<file path="config.mk">
export PLATFORM = sky130hd
export DESIGN_NAME = xb_out_port
export DESIGN_NICKNAME = d
export VERILOG_FILES = /design/src/rtl/xb_out_port.sv
export SDC_FILE = /design/constraint.sdc
export NUM_CORES = 1
export LEC_CHECK = 0
export CORE_UTILIZATION = 55
export CTS_BUF_LIST = sky130_fd_sc_hd__clkbuf_4
export CTS_CLUSTER_SIZE = 10
export DETAILED_ROUTE_END_ITERATION = 6
export GPL_TIMING_DRIVEN = 0
export PLACE_DENSITY = 0.87
export SYNTH_ARGS = -nofsm -noshare
export SYNTH_HDL_FRONTEND = slang
export SYNTH_SLANG_ARGS = --single-unit
</file>
<file path="constraint.sdc">
create_clock -name clk -period 7 [get_ports clk]
set_input_delay 2.1 -clock clk [delete_from_list [all_inputs] [get_ports clk]]
set_output_delay 2.1 -clock clk [all_outputs]
set_load 0.01 [all_outputs]
</file>
<file path="src/rtl/xb_out_port.sv">
// Output-side unit for one router output port: registers the crossbar flit onto the link and tracks per-VC credits and allocation state.
// Define OUT_PORT_ERR_CHECK_EN to build the sticky protocol-error detector; without it err is tied low.

module xb_out_vc #(
  parameter int CREDIT_DEPTH = 4,
  parameter int CW           = $clog2(CREDIT_DEPTH+1)
) (
  input  logic       clk,
  input  logic       rst,
  input  logic       flit_hit,
  input  logic [1:0] flit_type,
  input  logic       credit_hit,
  output logic       credit_avail,
  output logic       vc_free,
  output logic       err_evt
);
  typedef enum logic [1:0] {S_IDLE, S_ACTIVE, S_DRAIN} state_t;

  localparam logic [1:0] FT_BODY = 2'b00, FT_HEAD = 2'b01, FT_TAIL = 2'b10, FT_SNGL = 2'b11;

  state_t        state, state_nxt;
  logic [CW-1:0] cnt, cnt_nxt;
  logic          cnt_full, cnt_empty;
  logic          unf, ovf, bad_type;

  assign cnt_full     = (cnt == CW'(CREDIT_DEPTH));
  assign cnt_empty    = (cnt == '0);
  assign credit_avail = !cnt_empty;
  assign vc_free      = (state == S_IDLE);
  assign err_evt      = unf | ovf | bad_type;

  always_ff @(posedge clk) begin
    if (rst) begin
      state <= S_IDLE;
      cnt   <= CW'(CREDIT_DEPTH);
    end else begin
      state <= state_nxt;
      cnt   <= cnt_nxt;
    end
  end

  // A flit and a credit on this VC in the same cycle cancel out.
  always_comb begin
    cnt_nxt = cnt;
    unf     = 1'b0;
    ovf     = 1'b0;
    case ({flit_hit, credit_hit})
      2'b10: if (cnt_empty) unf = 1'b1; else cnt_nxt = cnt - CW'(1);
      2'b01: if (cnt_full)  ovf = 1'b1; else cnt_nxt = cnt + CW'(1);
      default: ;
    endcase
  end

  always_comb begin
    state_nxt = state;
    bad_type  = 1'b0;
    case (state)
      S_IDLE: if (flit_hit) begin
        if (flit_type == FT_HEAD)      state_nxt = S_ACTIVE;
        else if (flit_type == FT_SNGL) state_nxt = S_DRAIN;
        else                           bad_type  = 1'b1;
      end
      S_ACTIVE: if (flit_hit) begin
        if (flit_type == FT_TAIL)      state_nxt = S_DRAIN;
        else if (flit_type != FT_BODY) bad_type  = 1'b1;
      end
      S_DRAIN: begin
        // Free only once every downstream slot has been returned.
        if (flit_hit)      bad_type  = 1'b1;
        else if (cnt_full) state_nxt = S_IDLE;
      end
      default: state_nxt = S_IDLE;
    endcase
  end
endmodule

module xb_out_port #(
  parameter int DW           = 16,
  parameter int VN           = 4,
  parameter int CREDIT_DEPTH = 4,
  parameter int VC_LSB       = 0,
  parameter int FT_LSB       = 2,
  localparam int VCW         = $clog2(VN),
  localparam int CW          = $clog2(CREDIT_DEPTH+1)
) (
  input  logic           clk,
  input  logic           rst,
  input  logic [DW-1:0]  xb_data,
  input  logic           xb_valid,
  input  logic           credit_in_valid,
  input  logic [VCW-1:0] credit_in_vc,
  output logic [DW-1:0]  link_data,
  output logic           link_valid,
  output logic [VN-1:0]  credit_avail,
  output logic [VN-1:0]  vc_free,
  output logic           err
);
  logic [VCW-1:0] flit_vc;
  logic [1:0]     flit_type;
  logic [VN-1:0]  err_evt;

  assign flit_vc   = xb_data[VC_LSB +: VCW];
  assign flit_type = xb_data[FT_LSB +: 2];

  always_ff @(posedge clk) begin
    if (rst) begin
      link_data  <= '0;
      link_valid <= 1'b0;
    end else begin
      link_data  <= xb_data;
      link_valid <= xb_valid;
    end
  end

  for (genvar v = 0; v < VN; v++) begin : g_vc
    xb_out_vc #(.CREDIT_DEPTH(CREDIT_DEPTH), .CW(CW)) u_vc (
      .clk          (clk),
      .rst          (rst),
      .flit_hit     (xb_valid && (flit_vc == VCW'(v))),
      .flit_type    (flit_type),
      .credit_hit   (credit_in_valid && (credit_in_vc == VCW'(v))),
      .credit_avail (credit_avail[v]),
      .vc_free      (vc_free[v]),
      .err_evt      (err_evt[v])
    );
  end

`ifdef OUT_PORT_ERR_CHECK_EN
  always_ff @(posedge clk) begin
    if (rst)           err <= 1'b0;
    else if (|err_evt) err <= 1'b1;
  end
`else
  logic unused_err_evt;
  assign unused_err_evt = ^err_evt;
  assign err            = 1'b0;
`endif
endmodule

</file>
==> flow_summary.toml, run 1 <==
[floorplanning]
dieHeight_um = 62.2
boundaryPins = 48
die_width_um = 62.2
initial_core_util = 0.584
die-area_um2 = 3870
core_area_um2 = 3420
num_rows = 21

[routing]
wl_um = 4070
vias = 1713
vias_per_cell = 5.34
dr.pass1.iters = 4
post-route-drc-count = 0
drt_iter0_markers = 111
ant_nets = 0
post_drt_wl_per_cell_um = 12.7

[setup_path]
crit_fanout = 4
r2r_end = "g_vc[1].u_vc.cnt[2]$_SDFFE_PP1P_"
cp_slowest_cell = "clkdlybuf4s50_1"
cpPeakStageDelay_ns = 0.51
endpoint = "g_vc[0].u_vc.cnt[2]$_SDFFE_PP1P_"
rr_worst_depth = 4
end_kind = "flop"
cp-startpoint = "credit_in_valid"
worstPathCellList = "clkdlybuf4s50_1 > or3b_2 > inv_1 > ha_1 > inv_1 > fa_1 > xnor2_1 > o21bai_1 > or3b_2"
r2r-start = "g_vc[1].u_vc.cnt[0]$_SDFFE_PP0P_"
r2r_slack_ns = 5.32
critPathKind = "input pin to flop"
crit_required_ns = 7.22
worstPathArrival_ns = 4.56
critPathLaunchType = "input pin"

[layout]
antenna_cells = 0
fin_cells = 321
final_cell_mix = "clkdlybuf4s50_1 (45), dfxtp_1 (37), inv_1 (23)"
final_common_cell = "clkdlybuf4s50_1"
syn_to_final_growth_pct = 27.9
fillers = 254
nNetsFinal = 309
layout-drive-gt1-share = 0.105

[place]
place_congestion = 0.780
dp.cells = 314
port_buffers = 45
dpl.hpwl_um = 3050

[sta]
holdWs_ns = 0.503
max_freq_mhz = 230
tightest_slew_ns = 0.677
slew_headroom = 0.548
finClkSkew_ns = 0.00705
rsz0062_at_grt = "false"
drv_slew = 0
min_period_over_period = 0.620
finalSetupViolations = 0
period_needed_ns = 4.34
hold_viol_final = 0
tns_ns = 0

[grt]
overflow = 0
antenna_found_initial = 0
grt_pass1_wl_um = 7170
grt_pass1_vias = 1660
grt_usage = 0.229
grt_start_max_net_pins = 11

[cts]
numCtsBuffers = 5
cts_setup_buffers = 0
cts.sinks = 37
cts_tree = "yes"
root_buffer = "clkbuf_4"
cts_resized = 0
clk_pin_slew_ns = 0.11
hold_buffers = 0
clock_path_buffers = 2
cts.htree.levels = 2
worstSkewPairLatency_ns = 0.33

[synthesis]
synth_top_area_frac = 0.371
synthAdderAreaFrac = 0.0903
synthXorXnorAreaFrac = 0.0132
netlist_area_um2 = 1990
synth_top_family_by_area = "simple AND/OR/NAND/NOR gates"
synth.area.top_cells = "dfxtp_1 (37%), nor2b_1 (6.6%), ha_1 (5.0%)"
avgSynthCellArea_um2 = 8.94
synthCells = 223
syn_nets = 257
synthMuxAreaShare = 0.00502
async_reset_ff_frac = 0
synth_top_area_cell = "dfxtp_1"
yosys_register_bits = 37
synth-simple-area-share = 0.279
synth_compound_area_frac = 0.142
synth_edf_count = 0
synth_cell_types = 45
ys_warn_count = 0
seq_area_frac_synth = 0.371
ys.flop_type = "dfxtp_1"

[power_and_ir_drop]
power_density_nw_per_um2 = 175
ir_worst_vdd_v = 0.000133
leakage_nw = 1.01

[flow_run]
maxCapViolations = 0

[worst_hold_path]
hp-class = "flop to flop"

[run_status]
status = "finished, final reports clean"
[power breakdown]
group	switching [mW]	leakage (nW)	total, mW	internal (mW)
registers	0.0127	0.305	0.237	0.224
clock network	0.0661	0.0292	0.107	0.0404
logic	0.0457	0.675	0.104	0.0586
total	0.124	1.01	0.447	0.323
[logic make-up after synthesis]
logic type / count (synthesis)
buf+inv: 38
compound gates: 43
other cells: 1
mux: 1
simple gates: 88
xor+xnor: 3
flops: 37
fa+ha+maj: 12
[worst min-delay path by stage]
stage / from / end / slack [ns] / depth (start not counted)
2_1_floorplan: g_vc[2].u_vc.state[1]$_SDFFE_PP0P_ / g_vc[2].u_vc.state[0]$_SDFFE_PP0P_ / 0.44 / 1
3_3_place_gp: g_vc[2].u_vc.state[1]$_SDFFE_PP0P_ / g_vc[2].u_vc.state[0]$_SDFFE_PP0P_ / 0.47 / 1
3_5_place_dp: g_vc[2].u_vc.state[1]$_SDFFE_PP0P_ / g_vc[2].u_vc.state[0]$_SDFFE_PP0P_ / 0.48 / 1
4_1_cts: g_vc[2].u_vc.state[1]$_SDFFE_PP0P_ / g_vc[2].u_vc.state[0]$_SDFFE_PP0P_ / 0.50 / 1
5_1_grt: g_vc[2].u_vc.state[1]$_SDFFE_PP0P_ / g_vc[2].u_vc.state[0]$_SDFFE_PP0P_ / 0.53 / 1
6_report: g_vc[2].u_vc.state[1]$_SDFFE_PP0P_ / g_vc[2].u_vc.state[0]$_SDFFE_PP0P_ / 0.50 / 1
[through the flow]
stage	worst slack (ns)	area [um^2]	util	power (mW)
final	2.66	2550	0.747	0.447
after global routing	2.44	2550	0.747	0.474
after CTS	2.65	2550	0.747	0.450
after detailed placement	2.30	2500	0.733	0.345
after global placement	2.32	2500	0.733	0.342
after floorplan	2.95	1990	-	0.301
[layout make-up]
type	count	area (um^2)	share of cell area
Timing Repair Buffer	45	450	0.177
Inverter	23	86.3	0.0338
Sequential cell	37	741	0.290
Tap cell	46	57.6	0.0226
Multi-Input combinational cell	148	1060	0.416
Clock buffer	6	45.0	0.0177
Clock inverter	1	3.75	0.00147
Buffer	15	106	0.0417
[critical path, delay by kind of cell]
| family | cells | cell delay (ns) |
|---|---|---|
| AO/OA/AOI/OAI | 1 | 0.07 |
| AND/OR/NAND/NOR | 2 | 0.94 |
| buffers and inverters | 3 | 0.66 |
| XOR/XNOR | 1 | 0.19 |
| adder cells (fa/ha/maj) | 2 | 0.58 |
[sequential cells by signal, indices dropped and copies added, names as in the netlist]
| register | cells |
|---|---|
| link_data | 16 |
| g_vc.u_vc.cnt | 12 |
| g_vc.u_vc.state | 8 |
| link_valid | 1 |
[cell usage after synthesis (2+ instances only)]
library cell / number
a211o_1: 3
a211oi_1: 2
a21boi_0: 2
a21oi_1: 16
a31oi_1: 3
a32oi_1: 2
and3b_1: 2
buf_4: 9
buf_6: 2
clkbuf_1: 3
dfxtp_1: 37
fa_1: 4
ha_1: 8
inv_1: 23
nand2_1: 13
nand3_1: 2
nand3b_1: 2
nand4_1: 8
nand4b_1: 3
nand4bb_1: 2
nor2_1: 15
nor2b_1: 21
nor4b_1: 2
o21ai_0: 5
o21bai_1: 4
o32ai_1: 2
or3_1: 4
or3b_2: 4
or4b_4: 3
xnor2_1: 2
[layer usage]
layer	GRT usage	vias up	part of all wire
met3	0.0441	9	0.026
met4	0.0785	0	0.016
met5	0	-	0
met1	0.269	800	0.45
li1	-	874	-
met2	0.412	30	0.51
No activity file was read; power rests on OpenSTA's default activity.
==> run 2, diff against run 1 <==
Settings changed: CORE_UTILIZATION 55 to 51, PLACE_DENSITY 0.87 to 0.82.
Clock period 7 ns to 4.2 ns, I/O delays scaled along.
==> run 2 against run 1 <==
Against the previous run:
- utilization down 5.8 points
- clock skew down 0.0041 ns
- final cell count up 0.93%
- clock power up 77%
- hold slack worse by 0.0088 ns
- first-iteration DRC count down 50%
- critical path type unchanged
- highest routed layer unchanged
==> flow_summary.toml, run 2 (synthesized netlist as in run 1, its figures left out) <==
[cts]
cts_resized = 0
worstSkewPairLatency_ns = 0.35
cts.sinks = 37
cts.htree.levels = 2
hold_buffers = 0
cts_tree = "yes"
clk_pin_slew_ns = 0.11
clock_path_buffers = 2
cts_setup_buffers = 0
root_buffer = "clkbuf_4"
numCtsBuffers = 5

[grt]
overflow = 0
grt_pass1_vias = 1550
grt_pass1_wl_um = 6600
grt_usage = 0.205
antenna_found_initial = 0
grt_start_max_net_pins = 13

[routing]
wl_met1_um = 1820
wl_um = 3960
post-route-drc-count = 0
vias = 1691
vias_per_cell = 5.22
dr.max_layer_used = "met4"
met3_length_um = 121
dr.pass1.iters = 4
met2_length_um = 1950
drt_iter0_markers = 55
ant_nets = 0
post_drt_wl_per_cell_um = 12.2

[sta]
setup_slack_ns = 0.707
max_freq_mhz = 286
finalSetupViolations = 0
hold_viol_final = 0
period_needed_ns = 3.49
finClkSkew_ns = 0.00295
drv_slew = 0
min_period_over_period = 0.832
tightest_slew_ns = 0.664
tns_ns = 0
rsz0062_at_grt = "false"
slew_headroom = 0.557

[layout]
fin_area_um2 = 2560
fin_cells = 324
syn_to_final_growth_pct = 28.4
nNetsFinal = 309
final_cell_mix = "clkdlybuf4s50_1 (45), dfxtp_1 (37), inv_1 (23)"
largest-register = "link_data"
antenna_cells = 0
fillers = 314
largest_reg_flops = 16
layout-drive-gt1-share = 0.112
reg.largest.list = "link_data: 16 flops, g_vc.u_vc.cnt: 12 flops, g_vc.u_vc.state: 8 flops"
final_common_cell = "clkdlybuf4s50_1"

[floorplanning]
die-area_um2 = 4160
die_width_um = 64.5
num_rows = 22
core_area_um2 = 3720
boundaryPins = 48
dieHeight_um = 64.5
initial_core_util = 0.537

[place]
port_buffers = 45
dp.cells = 316
place_congestion = 0.846
dpl_cell_area_um2 = 2500
place_ws_ns = 0.318
dpl.hpwl_um = 2970

[power_and_ir_drop]
ir_worst_vdd_v = 0.000218
power_density_nw_per_um2 = 295
power.total_mw = 0.754
leakage_nw = 1.01

[setup_path]
crit_fanout = 4
cp_slowest_cell = "clkdlybuf4s50_1"
timing.critical_path.buf_inv = 3
crit_required_ns = 4.45
endpoint = "g_vc[0].u_vc.cnt[2]$_SDFFE_PP1P_"
r2r_slack_ns = 2.53
cp-startpoint = "credit_in_valid"
critPathLaunchType = "input pin"
worstPathCellList = "clkdlybuf4s50_1 > or3b_2 > inv_1 > ha_1 > inv_1 > fa_1 > xnor2_1 > o21bai_1 > or3b_2"
cpPeakStageDelay_ns = 0.52
critPathKind = "input pin to flop"
cp_num_cells = 9
r2r_end = "g_vc[0].u_vc.cnt[2]$_SDFFE_PP1P_"
worstPathArrival_ns = 3.74
critPathTopFamily = "simple AND/OR/NAND/NOR gates"
r2r-start = "g_vc[0].u_vc.cnt[0]$_SDFFE_PP0P_"
end_kind = "flop"
rr_worst_depth = 4

[worst_hold_path]
hp-class = "flop to flop"

[flow_run]
maxCapViolations = 0

[run_status]
status = "finished, final reports clean"
==> run 2: cell types whose count changed in the layout (fill, tap and decap cells not counted), sizes merged <==
cell      previous run  this run
clkbuf              10         9
clkinvlp             0         1
clkinv               1         2
==> run 2: power by group <==
part	switching (mW)	internal (mW)	leakage, nW
combinational	0.0746	0.0973	0.675
sequential	0.0208	0.373	0.305
clock	0.125	0.0631	0.0310
==> run 2: layout make-up <==
type,instances,area (um^2),area share
clock buffers,5,37.5,0.0147
multi-input cells,148,1060,0.414
clock inverters,3,17.5,0.00684
repair buffers,45,450,0.176
flip-flops and latches,37,741,0.289
well taps,48,60.1,0.0235
inverters,23,86.3,0.0337
plain buffers,15,106,0.0415
==> run 2: how the worst min path moves through the flow <==
stage / startpoint / endpoint / cells after the start
global placement: g_vc[2].u_vc.state[1]$_SDFFE_PP0P_ / g_vc[2].u_vc.state[0]$_SDFFE_PP0P_ / 1
global route: g_vc[2].u_vc.state[1]$_SDFFE_PP0P_ / g_vc[2].u_vc.state[0]$_SDFFE_PP0P_ / 1
floorplan: g_vc[2].u_vc.state[1]$_SDFFE_PP0P_ / g_vc[2].u_vc.state[0]$_SDFFE_PP0P_ / 1
CTS: g_vc[2].u_vc.state[1]$_SDFFE_PP0P_ / g_vc[2].u_vc.state[0]$_SDFFE_PP0P_ / 1
finish: g_vc[2].u_vc.state[1]$_SDFFE_PP0P_ / g_vc[2].u_vc.state[0]$_SDFFE_PP0P_ / 1
detailed placement: g_vc[2].u_vc.state[1]$_SDFFE_PP0P_ / g_vc[2].u_vc.state[0]$_SDFFE_PP0P_ / 1
==> run 2: stage by stage <==
| step | hold slack [ns] | utilization |
|---|---|---|
| global placement | 0.474 | 0.674 |
| finish | 0.495 | 0.689 |
| detailed placement | 0.475 | 0.674 |
| floorplan | 0.442 | - |
| global route | 0.521 | 0.689 |
| CTS | 0.493 | 0.689 |
==> run 2: metal layers <==
| layer | vias to the layer above | track usage |
|---|---|---|
| met3 | 7 | 0.0511 |
| met2 | 30 | 0.341 |
| met5 | - | 0 |
| met4 | 0 | 0.0972 |
| li1 | 872 | - |
| met1 | 782 | 0.246 |
==> run 3, diff against run 2 <==
Settings changed: CORE_UTILIZATION 51 to 46, PLACE_DENSITY 0.82 to 0.78.
Clock period 4.2 ns to 3.05 ns, I/O delays scaled along.
==> run 3 against run 2 <==
Against the previous run:
- sequential share of layout area down 0.72 points
- clock power up 40%
- total power up 40%
- cell area up 2.5%
- final cell count up 0.62%
- clock skew up 0.0042 ns
- clock-buffer cell count up 1
- critical path type unchanged
==> flow_summary.toml, run 3 (synthesized netlist as in run 1, its figures left out) <==
[flow_run]
maxCapViolations = 0

[layout]
fin_area_um2 = 2630
syn_to_final_growth_pct = 31.6
reg.largest.list = "link_data: 16 flops, g_vc.u_vc.cnt: 12 flops, g_vc.u_vc.state: 8 flops"
largest-register = "link_data"
final_util = 0.642
fillers = 348
final_common_cell = "clkdlybuf4s50_1"
antenna_cells = 0
final_cell_mix = "clkdlybuf4s50_1 (41), dfxtp_1 (37), inv_1 (21), nor2b_1 (21), a21oi_1 (16)"
layout-drive-gt1-share = 0.145
largest_reg_flops = 16
nNetsFinal = 309

[cts]
worstSkewPairLatency_ns = 0.34
clk_pin_slew_ns = 0.12
root_buffer = "clkbuf_4"
numCtsBuffers = 5
cts.sinks = 37
cts_tree = "yes"
hold_buffers = 0
clock_path_buffers = 2
cts.htree.levels = 2

[routing]
drt_iter0_markers = 59
wl_um = 4280
post-route-drc-count = 0
vias_per_cell = 5.20
ant_nets = 0
dr.pass1.iters = 5
vias = 1694
post_drt_wl_per_cell_um = 13.1

[place]
dpl_cell_area_um2 = 2510
place_ws_ns = -0.533
dpl.hpwl_um = 3130
place_congestion = 0.854
port_buffers = 45

[floorplanning]
die_width_um = 67.8
num_rows = 23
boundaryPins = 48
die-area_um2 = 4600
core_area_um2 = 4090
dieHeight_um = 67.8
initial_core_util = 0.488

[run_status]
status = "finished, final reports clean"

[setup_path]
critPathLaunchType = "input pin"
worstPathCellList = "clkdlybuf4s50_1 > or3b_4 > inv_2 > ha_4 > inv_1 > fa_2 > xnor2_2 > o21bai_1 > or3b_2"
critPathKind = "input pin to flop"
cp_num_cells = 9
critPathTopFamily = "simple AND/OR/NAND/NOR gates"
timing.critical_path.buf_inv = 3
end_kind = "flop"
cpPeakStageDelay_ns = 0.45
crit_required_ns = 3.28
cp_slowest_cell = "clkdlybuf4s50_1"
worstPathArrival_ns = 3.16
crit_fanout = 4
rr_worst_depth = 3

[sta]
holdWs_ns = 0.491
drv_slew = 0
rsz0062_at_grt = "false"
finalSetupViolations = 0
hold_viol_final = 0
period_needed_ns = 2.92
tightest_slew_ns = 0.539
setup_slack_ns = 0.130
max_freq_mhz = 342
slew_headroom = 0.641
min_period_over_period = 0.957
finClkSkew_ns = 0.00713

[grt]
grt_start_max_net_pins = 12
grt_usage = 0.199
grt_pass1_vias = 1605
antenna_found_initial = 0
overflow = 0
grt_pass1_wl_um = 6910

[worst_hold_path]
hold_depth = 1
hp-class = "flop to flop"

[power_and_ir_drop]
combPwrFrac = 0.235
power_frac_clock = 0.250
switchingPower_mw = 0.304
seq_power_share = 0.515
power_density_nw_per_um2 = 402
p_sw_frac = 0.288
ir_worst_vdd_v = 0.000282
leakage_nw = 1.06
power.total_mw = 1.06
p_int_mw = 0.751
run 3: cell count changes in the layout (fill, tap and decap cells not counted), sizes merged:
cell / change
clkdlybuf4s50: -4
dlymetal6s2s: +4
clkbuf: +1
clkinvlp: -1
run 3: power by group through the flow:
stage          Sequential, mW  Combinational, mW  Clock, mW
6_report                0.543              0.248      0.264
5_1_grt                 0.550              0.275      0.285
4_1_cts                 0.543              0.244      0.272
3_5_place_dp            0.554              0.238          0
3_3_place_gp            0.552              0.232          0
2_1_floorplan           0.554              0.138          0
run 3: path summary, 6_finish.rpt:
kind,from,to,slack [ns]
max,credit_in_vc[0],g_vc[0].u_vc.cnt[2]$_SDFFE_PP1P_,0.13
min reg2reg,g_vc[2].u_vc.state[1]$_SDFFE_PP0P_,g_vc[2].u_vc.state[0]$_SDFFE_PP0P_,0.49
max reg2reg,g_vc[2].u_vc.cnt[0]$_SDFFE_PP0P_,g_vc[2].u_vc.cnt[2]$_SDFFE_PP1P_,1.39
min,g_vc[2].u_vc.state[1]$_SDFFE_PP0P_,g_vc[2].u_vc.state[0]$_SDFFE_PP0P_,0.49
run 3: timing repair:
item,CTS,global route
resized for setup,5,11
buffers inserted,0,0
setup endpoints to repair,1,3
pin swaps,0,2
run 3: per-layer routing:
layer / vias to the layer above / track usage / routed length, um
li1: 867 / - / -
met3: 6 / 0.0400 / 86
met1: 800 / 0.245 / 1970
met5: - / 0 / 0
met2: 21 / 0.342 / 2160
met4: 0 / 0.0703 / 57
run 3: layout make-up:
cell class                      count  area, um^2  area share
Buffer                             15         106      0.0405
Clock buffer                        6        45.0      0.0172
Clock inverter                      2        10.0     0.00381
Inverter                           23        86.3      0.0329
Multi-Input combinational cell    148        1110       0.424
Sequential cell                    37         741       0.282
Tap cell                           50        62.6      0.0238
Timing Repair Buffer               45         460       0.175
run 3: stage by stage:
| step | TNS (ns) | cells |
|---|---|---|
| after CTS | 0 | 326 |
| after global routing | 0 | 326 |
| after global placement | -1.16 | 318 |
| after floorplan | 0 | 223 |
| final | 0 | 326 |
| after detailed placement | -1.34 | 318 |
run 3: worst register-to-register path, cell delays in order (launching register included):
cell,delay (ns)
dfxtp_1,0.45
fa_1,0.27
or4b_2,0.60
a41o_1,0.24
